File: src/rtl/secuencia_merged.sv
// rtl/secuencia_merged.sv - Moore equal-run detector with value-merged states; SECUENCIA_STATE_OUT_EN exposes run_val/run_cnt
module secuencia_merged #(
    parameter int RUN_LEN = 2
) (
    input  logic clk,
    input  logic reset,
    input  logic w,
    output logic z
`ifdef SECUENCIA_STATE_OUT_EN
    ,
    output logic                           run_val,
    output logic [$clog2(RUN_LEN+1)-1:0]   run_cnt
`endif
);

    localparam int CW = $clog2(RUN_LEN + 1);

    generate
        if (RUN_LEN < 2 || RUN_LEN > 15) begin : g_bad_run_len
            $error("secuencia_merged: RUN_LEN must be in 2..15");
        end
    endgenerate

    typedef enum logic {
        ST_A   = 1'b0,
        ST_RUN = 1'b1
    } phase_t;

    phase_t        phase = ST_A;
    logic          val   = 1'b0;
    logic [CW-1:0] cnt   = '0;
    logic          z_q   = 1'b0;

    logic [CW-1:0] cnt_next;
    logic          val_next;

    // A change of value restarts the run at length 1 rather than returning to A.
    always_comb begin
        cnt_next = CW'(1);
        val_next = w;
        if (phase == ST_RUN && w == val) begin
            val_next = val;
            if (cnt == CW'(RUN_LEN))
                cnt_next = cnt;
            else
                cnt_next = cnt + CW'(1);
        end
    end

    always_ff @(posedge clk) begin
        if (!reset) begin
            phase <= ST_A;
            val   <= 1'b0;
            cnt   <= '0;
            z_q   <= 1'b0;
        end else begin
            phase <= ST_RUN;
            val   <= val_next;
            cnt   <= cnt_next;
            z_q   <= (cnt_next == CW'(RUN_LEN));
        end
    end

    assign z = z_q;

`ifdef SECUENCIA_STATE_OUT_EN
    assign run_val = val;
    assign run_cnt = cnt;
`endif

endmodule

File: config.mk
export PLATFORM = sky130hd
export DESIGN_NAME = secuencia_merged
export DESIGN_NICKNAME = d
export VERILOG_FILES = /design/src/rtl/secuencia_merged.sv
export SDC_FILE = /design/constraint.sdc
export NUM_CORES = 1
export LEC_CHECK = 0
export BUFFER_PORTS_ARGS = -buffer_cell sky130_fd_sc_hd__clkbuf_2
export CAP_MARGIN = 25
export CORE_AREA = 2 2 39 41
export CTS_CLUSTER_DIAMETER = 100
export CTS_CLUSTER_SIZE = 12
export DETAILED_ROUTE_END_ITERATION = 10
export DIE_AREA = 0 0 41 43
export PLACE_DENSITY = 0.34
export SKIP_LAST_GASP = 1
export SYNTH_ARGS = -nofsm -noshare
export SYNTH_HDL_FRONTEND = slang
export SYNTH_SLANG_ARGS = --single-unit
File: constraint.sdc
create_clock -name clk -period 1.3 [get_ports clk]
set_input_delay 0 -clock clk [delete_from_list [all_inputs] [get_ports clk]]
set_output_delay 0 -clock clk [all_outputs]
set_load 0.02 [all_outputs]
After elaboration in Yosys (flattened, before gate mapping):

Cells that the tools add are included.

* register bits after elaboration: 5
* input port bits: 3
* output and inout port bits: 1
* word-level logic and storage cells: 12

* reductions and logical operators: 1
* eq/ne operators: 3
* muxes and demuxes: 3
* $add $sub $neg: 1

Operators by type and width (number)
* 2-bit == test (second input constant): 2
* 2-bit 2-to-1 mux: 2
* 2-bit by 1-bit adder with 2-bit output (second input constant): 1
* 1-bit == test: 1
* 1-bit logical AND: 1
* 1-bit 2-to-1 mux: 1

Logic depth before layout (Yosys ltp):

Gate-level depths: netlist of run 1.

* word-level depth: 4
* mapped depth: 4
* gate-level depth less buffers: 4

Worst setup path after synthesis of run 1:

OpenSTA, ideal clock, no wires.

* path type: register -> register
* start: reg cnt[0]
* end: reg cnt[0]
* period minus slack after synthesis: 0.903 ns
* buffers on the path: 0
* setup slack: 0.397 ns
* arrival: 0.783 ns
* library setup time: 0.120 ns
* data required time: 1.180 ns
* cell stages (with the launch flop): 4
* cell sequence: dfxtp_1 > inv_1 > ha_1 > o31a_1

* cells in the longest elaborated chain, start to end: 3
* elaborated cells between the ends (all ways): 4
* those cells by class: 1 x add/sub; 1 x eq/ne; 2 x mux

Ends and longest elaborated chain
* start, declared: RTL line 31 `logic [CW-1:0] cnt = '0;`
* start signal, assigned: RTL line 59 `cnt <= cnt_next;`
* 2-bit by 1-bit adder with 2-bit output / 2-bit == test (equally long branches): RTL line 46, 43
* 2-bit 2-to-1 mux (*): RTL line 43 `if (cnt == CW'(RUN_LEN))`
* 2-bit 2-to-1 mux (*): RTL line 41 `if (phase == ST_RUN && w == val) begin`

Mark *: on every way between the ends. The rest lies on a longest branch, timed or not.
A chain may end at the register's enable or synchronous reset.

Worst setup path after layout of run 1:

* start: in w
* end: reg cnt[0]

* cells in the longest elaborated chain, start to end: 3

Ends and longest elaborated chain
* start, declared: RTL line 7 `input logic w,`
* 1-bit == test: RTL line 41
* 1-bit logical AND: RTL line 41
* 2-bit 2-to-1 mux: RTL line 41

No other way between the ends.

==> out/metrics.cfg, run 1 <==
[worst_setup_path]
slowest_stage = dlygate4sd3_1
end_kind = register
worst-path-stages = 4
crit_arrival_ps = 1080
ff2ff_path_depth = 3
crit_chain = dlygate4sd3_1, clkbuf_2, xor2_1, o31a_1
worst-path-buf-inv = 2
worstPathRequired_ps = 1420
worstPathMaxFanout = 3
worst-setup-path-type = in -> reg
start_kind = input port
cp_top_family = buffers and inverters
critical_path.max_stage_delay_ps = 540

[power_and_ir_drop]
pwr-share-comb = 0.072
power_frac_clock = 0.484
p_int_mw = 0.2917
switching_share = 0.2102
power_density_nw_per_um2 = 1514
power_mw = 0.3693
leakagePower_nw = 0.1095
ir_drop_mv = 0.7167
p_switching_mw = 0.07762
seq_power_share = 0.445

[clock_tree]
htreeDepth = 1
cts_buffers = 3
clock_sinks = 5
insertion_delay_ps = 240
cts_tree = yes
post_cts_buffers = 0
cts-root-buf = clkbuf_4
clkSlewWorstSetupHoldPaths_ps = 40
cts_max_path_buffers = 2

[timing]
tns_ps = 0
grt_setup_unrepaired = false
slew_viol_final = 0
layout_setup_ws_ps = 349.1
finalSetupViolCount = 0
max_freq_mhz = 1052
skew_ps = 4.910
final.period_utilization = 0.7314
hold_ws_ps = 456.2
slew_headroom = 0.8363
worst_pin_slew_ps = 244.7
hold_violations = 0
fin_crit_ps = 950.9

[synth]
netlist_area_um2 = 162.7
synth-compound-area-share = 0.05385
yosysUniqueCellTypes = 9
ys_seq_area_frac = 0.6154
synth-seq-cells = 5
yosysWarningCount = 0
synthSimpleGateAreaFrac = 0.1308
synth_top_family_by_area = simple AND/OR/NAND/NOR gates
synth_area_leaders = dfxtp_1, ha_1, inv_1
synthXorXnorAreaFrac = 0.05385
synth-adder-area-share = 0.07692
syn-num-nets = 19
netlist_instances = 15
synth_top_area_frac = 0.6154
postSynthAreaPerCell_um2 = 10.84
synth.largest_area_cell = dfxtp_1
synthMuxAreaShare = 0

[finish]
final_area_um2 = 244.0
layoutNonFillerInstCount = 40
final_cell_mix = dfxtp_1, inv_1, clkbuf_4, clkbuf_2, dlygate4sd3_1
fillers = 153
drive_gt1_frac = 0.2917
fin_nets = 29
syn2layout_area_growth_pct = 50.00
final_util = 0.1763
layout_commonest_cell = dfxtp_1
antenna_cells = 0

[routing]
drt_iter0_markers = 0
wl_per_cell_um = 6.625
num_vias = 120
wl_um = 265
dr.pass1.iters = 1
antenna_left = 0
post-route-drc-count = 0
viasPerCell = 3.000

[place]
portBuffers = 3
dp_slack_ps = 354.7
dpl_cell_area_um2 = 197.7
place.gp.congestion = 0.5765
place_inst = 34

[status]
outcome = completed

[floorplan]
initial_utilization = 0.1175
num_rows = 14
core_um2 = 1384
die_h_um = 43
design.die.area_um2 = 1763
ios = 4
fp.dieW_um = 41

[grt]
grt_max_degree = 5
grt_pass1_wl_um = 496
grt_antenna_before_repair = 0
overflow = 0
grt_usage = 0.05332
grt_pass1_vias = 135

[flow_run]
drv_cap = 0

[min_path]
hp-class = in -> reg
hold_depth = 2

-- layer usage --
metal / wire length, µm / vias to the layer above / GRT usage / share of wire
met2: 119 / 7 / 0.05313 / 0.45
met4: 0 / 0 / 0.06000 / 0
met3: 40 / 0 / 0.07853 / 0.15
met5: 0 / - / 0 / 0
li1: - / 65 / - / -
met1: 105 / 48 / 0.03883 / 0.40
-- worst reg2reg max path, stage by stage, from the launching register on --
cell	delay (ps)
dfxtp_1	300
inv_1	40
ha_1	200
o31a_1	290
-- registers in the layout (all words and copies together), names as in the netlist --
name / count
val: 1
phase: 1
cnt: 2
z: 1
-- power groups by stage --
stage | Sequential [mW] | Combinational, mW | Clock, mW
final | 0.164 | 0.0264 | 0.179
after global routing | 0.164 | 0.0298 | 0.204
after CTS | 0.164 | 0.0266 | 0.188
after detailed placement | 0.167 | 0.0220 | 0
after global placement | 0.166 | 0.0215 | 0
after floorplan | 0.167 | 0.0134 | 0
-- synth_stat cells (all sizes together) --
master  n
nand3   1
nor2    1
dfxtp   5
ha      1
o31a    1
nor3    1
inv     3
xor2    1
and2    1
-- kinds of logic after synthesis --
group | after synthesis
buffers and inverters | 3
xor gates and xnor gates | 1
and+or+nand+nor | 4
DFF | 5
adders and majority gates | 1
AOI/OAI and AO/OA | 1
-- worst paths after layout --
path                                         from                end  slack (ps)
worst max-delay path                            w  cnt[0]$_SDFF_PN0_         350
worst min-delay path                        reset      phase$_DFF_P_         460
worst max register to register  cnt[0]$_SDFF_PN0_  cnt[0]$_SDFF_PN0_         360
worst min register to register      phase$_DFF_P_  cnt[1]$_SDFF_PN0_         480
-- cell type report --
| class | instances | area [µm²] | share of cell area |
|---|---|---|---|
| Sequential cell | 5 | 100.1 | 0.4103 |
| Multi-Input combinational cell | 7 | 51.30 | 0.2103 |
| Timing Repair Buffer | 5 | 35.03 | 0.1436 |
| Tap cell | 16 | 20.02 | 0.08205 |
| Inverter | 3 | 11.26 | 0.04615 |
| Clock buffer | 4 | 26.28 | 0.1077 |
-- timing repair --
item,4_1_cts,5_1_grt
hold buffers,2,0
endpoints found under the hold margin,2,0
resized for setup,0,0
Power figures use the tool's default switching activity.
==> run 2: changes to the inputs <==
--- a/config.mk
+++ b/config.mk
@@ -12,7 +12,7 @@
 export CTS_CLUSTER_SIZE = 12
 export DETAILED_ROUTE_END_ITERATION = 10
 export DIE_AREA = 0 0 41 43
-export PLACE_DENSITY = 0.34
+export PLACE_DENSITY = 0.35
 export SKIP_LAST_GASP = 1
 export SYNTH_ARGS = -nofsm -noshare
 export SYNTH_HDL_FRONTEND = slang
==> constraint.sdc (replaced) <==
create_clock -name clk -period 0.8 [get_ports clk]
set_input_delay 0 -clock clk [delete_from_list [all_inputs] [get_ports clk]]
set_output_delay 0 -clock clk [all_outputs]
set_load 0.02 [all_outputs]
==> out/metrics.cfg, run 2 (synthesis gave the netlist of run 1 again) <==
[routing]
antenna_left = 0  ; unchanged
post-route-drc-count = 0  ; unchanged
num_vias = 122  ; was 120
drt_iter0_markers = 0  ; unchanged
dr.pass1.iters = 1  ; unchanged
viasPerCell = 3.128  ; was 3.000
wl_um = 292  ; was 265 µm
wl_per_cell_um = 7.487  ; was 6.625 µm

[finish]
largest_reg_flops = 2  ; unchanged
final_util = 0.2034  ; was 0.1763
drive_gt1_frac = 0.6957  ; was 0.2917
fin_nets = 28  ; was 29
final_cell_mix = clkbuf_4, clkbuf_2, dfxtp_1  ; was dfxtp_1, inv_1, clkbuf_4, clkbuf_2, dlygate4sd3_1
fillers = 155  ; was 153
antenna_cells = 0  ; unchanged
syn2layout_area_growth_pct = 73.08  ; was 50.00%
regMostFlops = cnt  ; unchanged
multi_input_area_um2 = 96.34  ; was 51.30 µm²
register_area_um2 = 102.6  ; was 100.1 µm²

[status]
violations = setup timing
outcome = complete, but fails checks  ; was completed

[timing]
slew_viol_final = 0  ; unchanged
finalSetupViolCount = 3  ; was 0
layout_setup_ws_ps = -84.64  ; was 349.1 ps
tns_ps = -188.4  ; was 0 ps
final.period_utilization = 1.106
grt_setup_unrepaired = true  ; was false
hold_ws_ps = 37.09  ; was 456.2 ps
slew_headroom = 0.8233  ; was 0.8363
worst_pin_slew_ps = 264.9  ; was 244.7 ps
max_freq_mhz = 1130
hold_violations = 0  ; unchanged
skew_ps = 1.731  ; was 4.910 ps
fin_crit_ps = 884.6

[worst_setup_path]
start_kind = register  ; was input port
end_kind = register  ; unchanged
worst-setup-path-type = reg -> reg  ; was in -> reg
worstPathMaxFanout = 2  ; was 3
crit_arrival_ps = 1000  ; was 1080 ps
critical_path.max_stage_delay_ps = 320  ; was 540 ps
worstPathRequired_ps = 920  ; was 1420 ps
crit_chain = inv_2, ha_4, o31a_1  ; was dlygate4sd3_1, clkbuf_2, xor2_1, o31a_1
slowest_stage = dfxtp_2  ; was dlygate4sd3_1

[clock_tree]
cts_max_path_buffers = 2  ; unchanged
cts_tree = yes  ; unchanged
clkSlewWorstSetupHoldPaths_ps = 40  ; about the same
insertion_delay_ps = 240  ; about the same
clock_sinks = 5  ; unchanged
cts-root-buf = clkbuf_4  ; unchanged
htreeDepth = 1  ; unchanged
cts_buffers = 3  ; unchanged

[power_and_ir_drop]
seq_power_share = 0.437  ; was 0.445
leakagePower_nw = 0.1094  ; was 0.1095 nW
pwr-share-comb = 0.110  ; was 0.072
power_density_nw_per_um2 = 2204  ; was 1514 nW/µm²
switching_share = 0.2167  ; was 0.2102
p_int_mw = 0.4859  ; was 0.2917 mW
power_frac_clock = 0.453  ; was 0.484
p_switching_mw = 0.1345  ; was 0.07762 mW
ir_drop_mv = 0.7434  ; was 0.7167 mV

[place]
place.gp.congestion = 0.6179  ; was 0.5765
portBuffers = 3  ; unchanged

[floorplan]
num_rows = 14  ; unchanged
ios = 4  ; unchanged
die_h_um = 43  ; unchanged
initial_utilization = 0.1175  ; unchanged
design.die.area_um2 = 1763  ; unchanged
core_um2 = 1384  ; unchanged
fp.dieW_um = 41  ; unchanged

[grt]
grt_antenna_before_repair = 0  ; unchanged
overflow = 0  ; unchanged
grt_pass1_wl_um = 496  ; unchanged
grt_usage = 0.04920  ; was 0.05332
grt_pass1_vias = 134  ; was 135
grt_max_degree = 5  ; unchanged

[min_path]
hp-class = in -> reg  ; unchanged

[flow_run]
drv_cap = 0  ; unchanged

-- run 2: cell count changes in the layout (fill, tap and decap cells not counted), sizes merged --
| cell | before | now |
|---|---|---|
| dlygate4sd3 | 2 | 1 |
-- run 2: worst paths after layout --
kind | end | slack [ps] | start | depth (start not counted)
hold / removal | val$_SDFFE_PN0N_ | 40 | w | 2
setup reg to reg | cnt[0]$_SDFF_PN0_ | -80 | cnt[1]$_SDFF_PN0_ | 3
hold reg to reg | cnt[1]$_SDFF_PN0_ | 510 | phase$_DFF_P_ | 2
setup / recovery | cnt[0]$_SDFF_PN0_ | -80 | cnt[1]$_SDFF_PN0_ | 3
-- run 2: cell type report --
type                       count  area share
sequential                     5      0.3644
multi-input combinational      7      0.3422
tap                           16     0.07111
inverter                       3     0.04000
clock buffer                   4     0.09333
timing repair buffer           4     0.08889
-- run 2: per-stage QoR --
step | instances | worst slack (ps) | cell area, µm² | total power, mW
floorplan | 15 | -60.68 | 182.7 | 0.3054
global placement | 34 | -112.7 | 217.7 | 0.3192
detailed placement | 34 | -100.8 | 217.7 | 0.3196
CTS | 39 | -95.74 | 259.0 | 0.6248
global route | 39 | -120.2 | 281.5 | 0.6750
finish | 39 | -84.64 | 281.5 | 0.6204
-- run 2: repair_timing --
action                                  CTS  global route
hold endpoints to repair                  1             0
buffers inserted                          0             0
pin swaps                                 1             1
resized for setup                         1             4
endpoints found under the setup margin    3             3
hold buffers                              1             0
-- run 2: layer usage --
layer | vias up | GRT usage | part of all wire
li1 | 62 | - | -
met1 | 52 | 0.04502 | 0.35
met2 | 6 | 0.05313 | 0.48
met3 | 2 | 0.07853 | 0.14
met4 | 0 | 0.02000 | 0.021
met5 | - | 0 | 0
-- run 2: worst max-delay path: cells and delay by family (launching register included) --
kind / cells / cell delay [ps]
buffers and inverters: 1 / 40
flip-flops: 1 / 320
AO/OA/AOI/OAI: 1 / 260
adder cells (fa/ha/maj): 1 / 150
-- run 2: power groups by stage --
| stage | logic [mW] | clock network, mW | registers (mW) |
|---|---|---|---|
| after floorplan | 0.0310 | 0 | 0.274 |
| after global placement | 0.0460 | 0 | 0.273 |
| after detailed placement | 0.0461 | 0 | 0.274 |
| after CTS | 0.0536 | 0.302 | 0.269 |
| after global routing | 0.0776 | 0.326 | 0.271 |
| final | 0.0682 | 0.281 | 0.271 |
==> run 3: changes to the inputs <==
--- a/config.mk
+++ b/config.mk
@@ -5,14 +5,14 @@
 export SDC_FILE = /design/constraint.sdc
 export NUM_CORES = 1
 export LEC_CHECK = 0
-export BUFFER_PORTS_ARGS = -buffer_cell sky130_fd_sc_hd__clkbuf_2
 export CAP_MARGIN = 25
 export CORE_AREA = 2 2 39 41
 export CTS_CLUSTER_DIAMETER = 100
 export CTS_CLUSTER_SIZE = 12
 export DETAILED_ROUTE_END_ITERATION = 10
 export DIE_AREA = 0 0 41 43
-export PLACE_DENSITY = 0.35
+export DONT_BUFFER_PORTS = 1
+export PLACE_DENSITY = 0.3
 export SKIP_LAST_GASP = 1
 export SYNTH_ARGS = -nofsm -noshare
 export SYNTH_HDL_FRONTEND = slang
==> constraint.sdc (replaced) <==
create_clock -name clk -period 1 [get_ports clk]
set_input_delay 0 -clock clk [delete_from_list [all_inputs] [get_ports clk]]
set_output_delay 0 -clock clk [all_outputs]
set_load 0.02 [all_outputs]
==> out/metrics.cfg, run 3 (synthesis gave the netlist of run 1 again) <==
[clock_tree]
cts-root-buf = clkbuf_4  ; unchanged
htreeDepth = 1  ; unchanged
clock_sinks = 5  ; unchanged
cts_buffers = 3  ; unchanged
cts_tree = yes  ; unchanged
post_cts_buffers = 0  ; unchanged
post_cts_resized = 0  ; was 1
cts_max_path_buffers = 2  ; unchanged
clkSlewWorstSetupHoldPaths_ps = 40  ; about the same
insertion_delay_ps = 240  ; about the same

[worst_setup_path]
worst-path-buf-inv = 1  ; unchanged
worst-setup-path-type = reg -> reg  ; unchanged
critical_path.max_stage_delay_ps = 300  ; was 320 ps
rr_endpoint = cnt[0]$_SDFF_PN0_  ; unchanged
crit_arrival_ps = 1060  ; was 1000 ps
ff2ff_path_depth = 3  ; unchanged
slowest_stage = dfxtp_1  ; was dfxtp_2
worstPathRequired_ps = 1130  ; was 920 ps
r2r_slack_ps = 70  ; was -80 ps
r2r_start = cnt[0]$_SDFF_PN0_  ; was cnt[1]$_SDFF_PN0_
cp_top_family = flip-flops  ; unchanged
crit_chain = inv_1, ha_1, o31a_1  ; was inv_2, ha_4, o31a_1
end_kind = register  ; unchanged
start_kind = register  ; unchanged
cp-startpoint = cnt[0]$_SDFF_PN0_  ; was cnt[1]$_SDFF_PN0_
worstPathMaxFanout = 2  ; unchanged

[timing]
worst_pin_slew_ps = 216.1  ; was 264.9 ps
slew_viol_final = 0  ; unchanged
hold_violations = 0  ; unchanged
finalSetupViolCount = 0  ; was 3
final.period_utilization = 0.9294  ; was 1.106
fin_crit_ps = 929.4  ; was 884.6 ps
slew_headroom = 0.8554  ; was 0.8233
max_freq_mhz = 1076  ; was 1130 MHz
tns_ps = 0  ; was -188.4 ps
grt_setup_unrepaired = false  ; was true
skew_ps = 1.147  ; was 1.731 ps

[grt]
overflow = 0  ; unchanged
grt_antenna_before_repair = 0  ; unchanged
grt_usage = 0.05332  ; was 0.04920
grt_pass1_vias = 108  ; was 134
grt_max_degree = 5  ; unchanged
grt_pass1_wl_um = 441  ; was 496 µm

[routing]
wl_um = 245  ; was 292 µm
wl_met2_um = 74  ; was 140 µm
top_layer = met4  ; unchanged
dr.pass1.iters = 2  ; was 1
antenna_left = 0  ; unchanged
drt-met1-wl_um = 112  ; was 102 µm
viasPerCell = 3.000  ; was 3.128
wl_met3_um = 28  ; was 42 µm
wl_per_cell_um = 6.622  ; was 7.487 µm
num_vias = 111  ; was 122
post-route-drc-count = 0  ; unchanged
drt_iter0_markers = 4  ; was 0

[finish]
final_cell_mix = dfxtp_1, inv_1, clkbuf_4  ; was clkbuf_4, clkbuf_2, dfxtp_1
drive_gt1_frac = 0.1905  ; was 0.6957
regMostFlops = cnt  ; unchanged
layout_commonest_cell = dfxtp_1
final_util = 0.1655  ; was 0.2034
syn2layout_area_growth_pct = 40.77  ; was 73.08%
fin_nets = 26  ; was 28
fillers = 159  ; was 155
antenna_cells = 0  ; unchanged
largest_reg_flops = 2  ; unchanged

[floorplan]
initial_utilization = 0.1175  ; unchanged
num_rows = 14  ; unchanged
core_um2 = 1384  ; unchanged
fp.dieW_um = 41  ; unchanged
die_h_um = 43  ; unchanged
ios = 4  ; unchanged
design.die.area_um2 = 1763  ; unchanged

[power_and_ir_drop]
leakagePower_nw = 0.09660  ; was 0.1094 nW
ir_drop_mv = 0.6896  ; was 0.7434 mV
power_density_nw_per_um2 = 2078  ; was 2204 nW/µm²

[place]
portBuffers = 0  ; was 3
place.gp.congestion = 0.5822  ; was 0.6179

[min_path]
holdPathEnd = phase$_DFF_P_  ; was val$_SDFFE_PN0N_
min_from = reset  ; was w
hp-class = in -> reg  ; unchanged
hold_depth = 1  ; was 2

[flow_run]
drv_cap = 0  ; unchanged

[status]
outcome = completed  ; was complete, but fails checks

[run 3: cell count changes in the layout (fill, tap and decap cells not counted), sizes merged]
| cell | change |
|---|---|
| dlygate4sd3 | +1 |
| clkbuf | -3 |
[run 3: area by class of cell]
class	instances	area, µm²	share of cell area
Timing Repair Buffer	2	20.02	0.08743
Tap cell	16	20.02	0.08743
Inverter	3	11.26	0.04918
Multi-Input combinational cell	7	51.30	0.2240
Clock buffer	4	26.28	0.1148
Sequential cell	5	100.1	0.4372
[run 3: how the worst max path moves through the flow]
stage                                   end  slack (ps)  depth (start not counted)
after floorplan           cnt[0]$_SDFF_PN0_         100                          3
after global placement    cnt[0]$_SDFF_PN0_          70                          3
after detailed placement  cnt[0]$_SDFF_PN0_          70                          3
after CTS                 cnt[0]$_SDFF_PN0_          60                          3
after global routing      cnt[0]$_SDFF_PN0_          20                          3
final                     cnt[0]$_SDFF_PN0_          70                          3
[run 3: repair_timing]
action	CTS	global route
endpoints found under the hold margin	5	0
hold buffers	2	0
setup endpoints to repair	0	0
[run 3: where the power goes]
group,internal (mW),switching [mW],total (mW)
logic,0.0150,0.0127,0.0277
registers,0.210,0.00420,0.214
clock network,0.151,0.0827,0.234
[run 3: metal layers]
layer | GRT usage | vias up
met1 | 0.04207 | 42
met5 | 0 | -
li1 | - | 59
met4 | 0.1000 | 0
met3 | 0.06806 | 4
met2 | 0.03750 | 6
[run 3: stage by stage]
step / setup WS [ps] / std cells / total power [mW] / hold slack (ps) / instance area (µm²)
global placement: 73.84 / 31 / 0.2381 / 27.98 / 182.7
global route: 24.36 / 37 / 0.5168 / 397.3 / 229.0
CTS: 60.77 / 37 / 0.4867 / 384.8 / 229.0
floorplan: 97.32 / 15 / 0.2348 / 27.72 / 162.7
finish: 70.60 / 37 / 0.4757 / 391.6 / 229.0
detailed placement: 66.18 / 31 / 0.2380 / 27.97 / 182.7
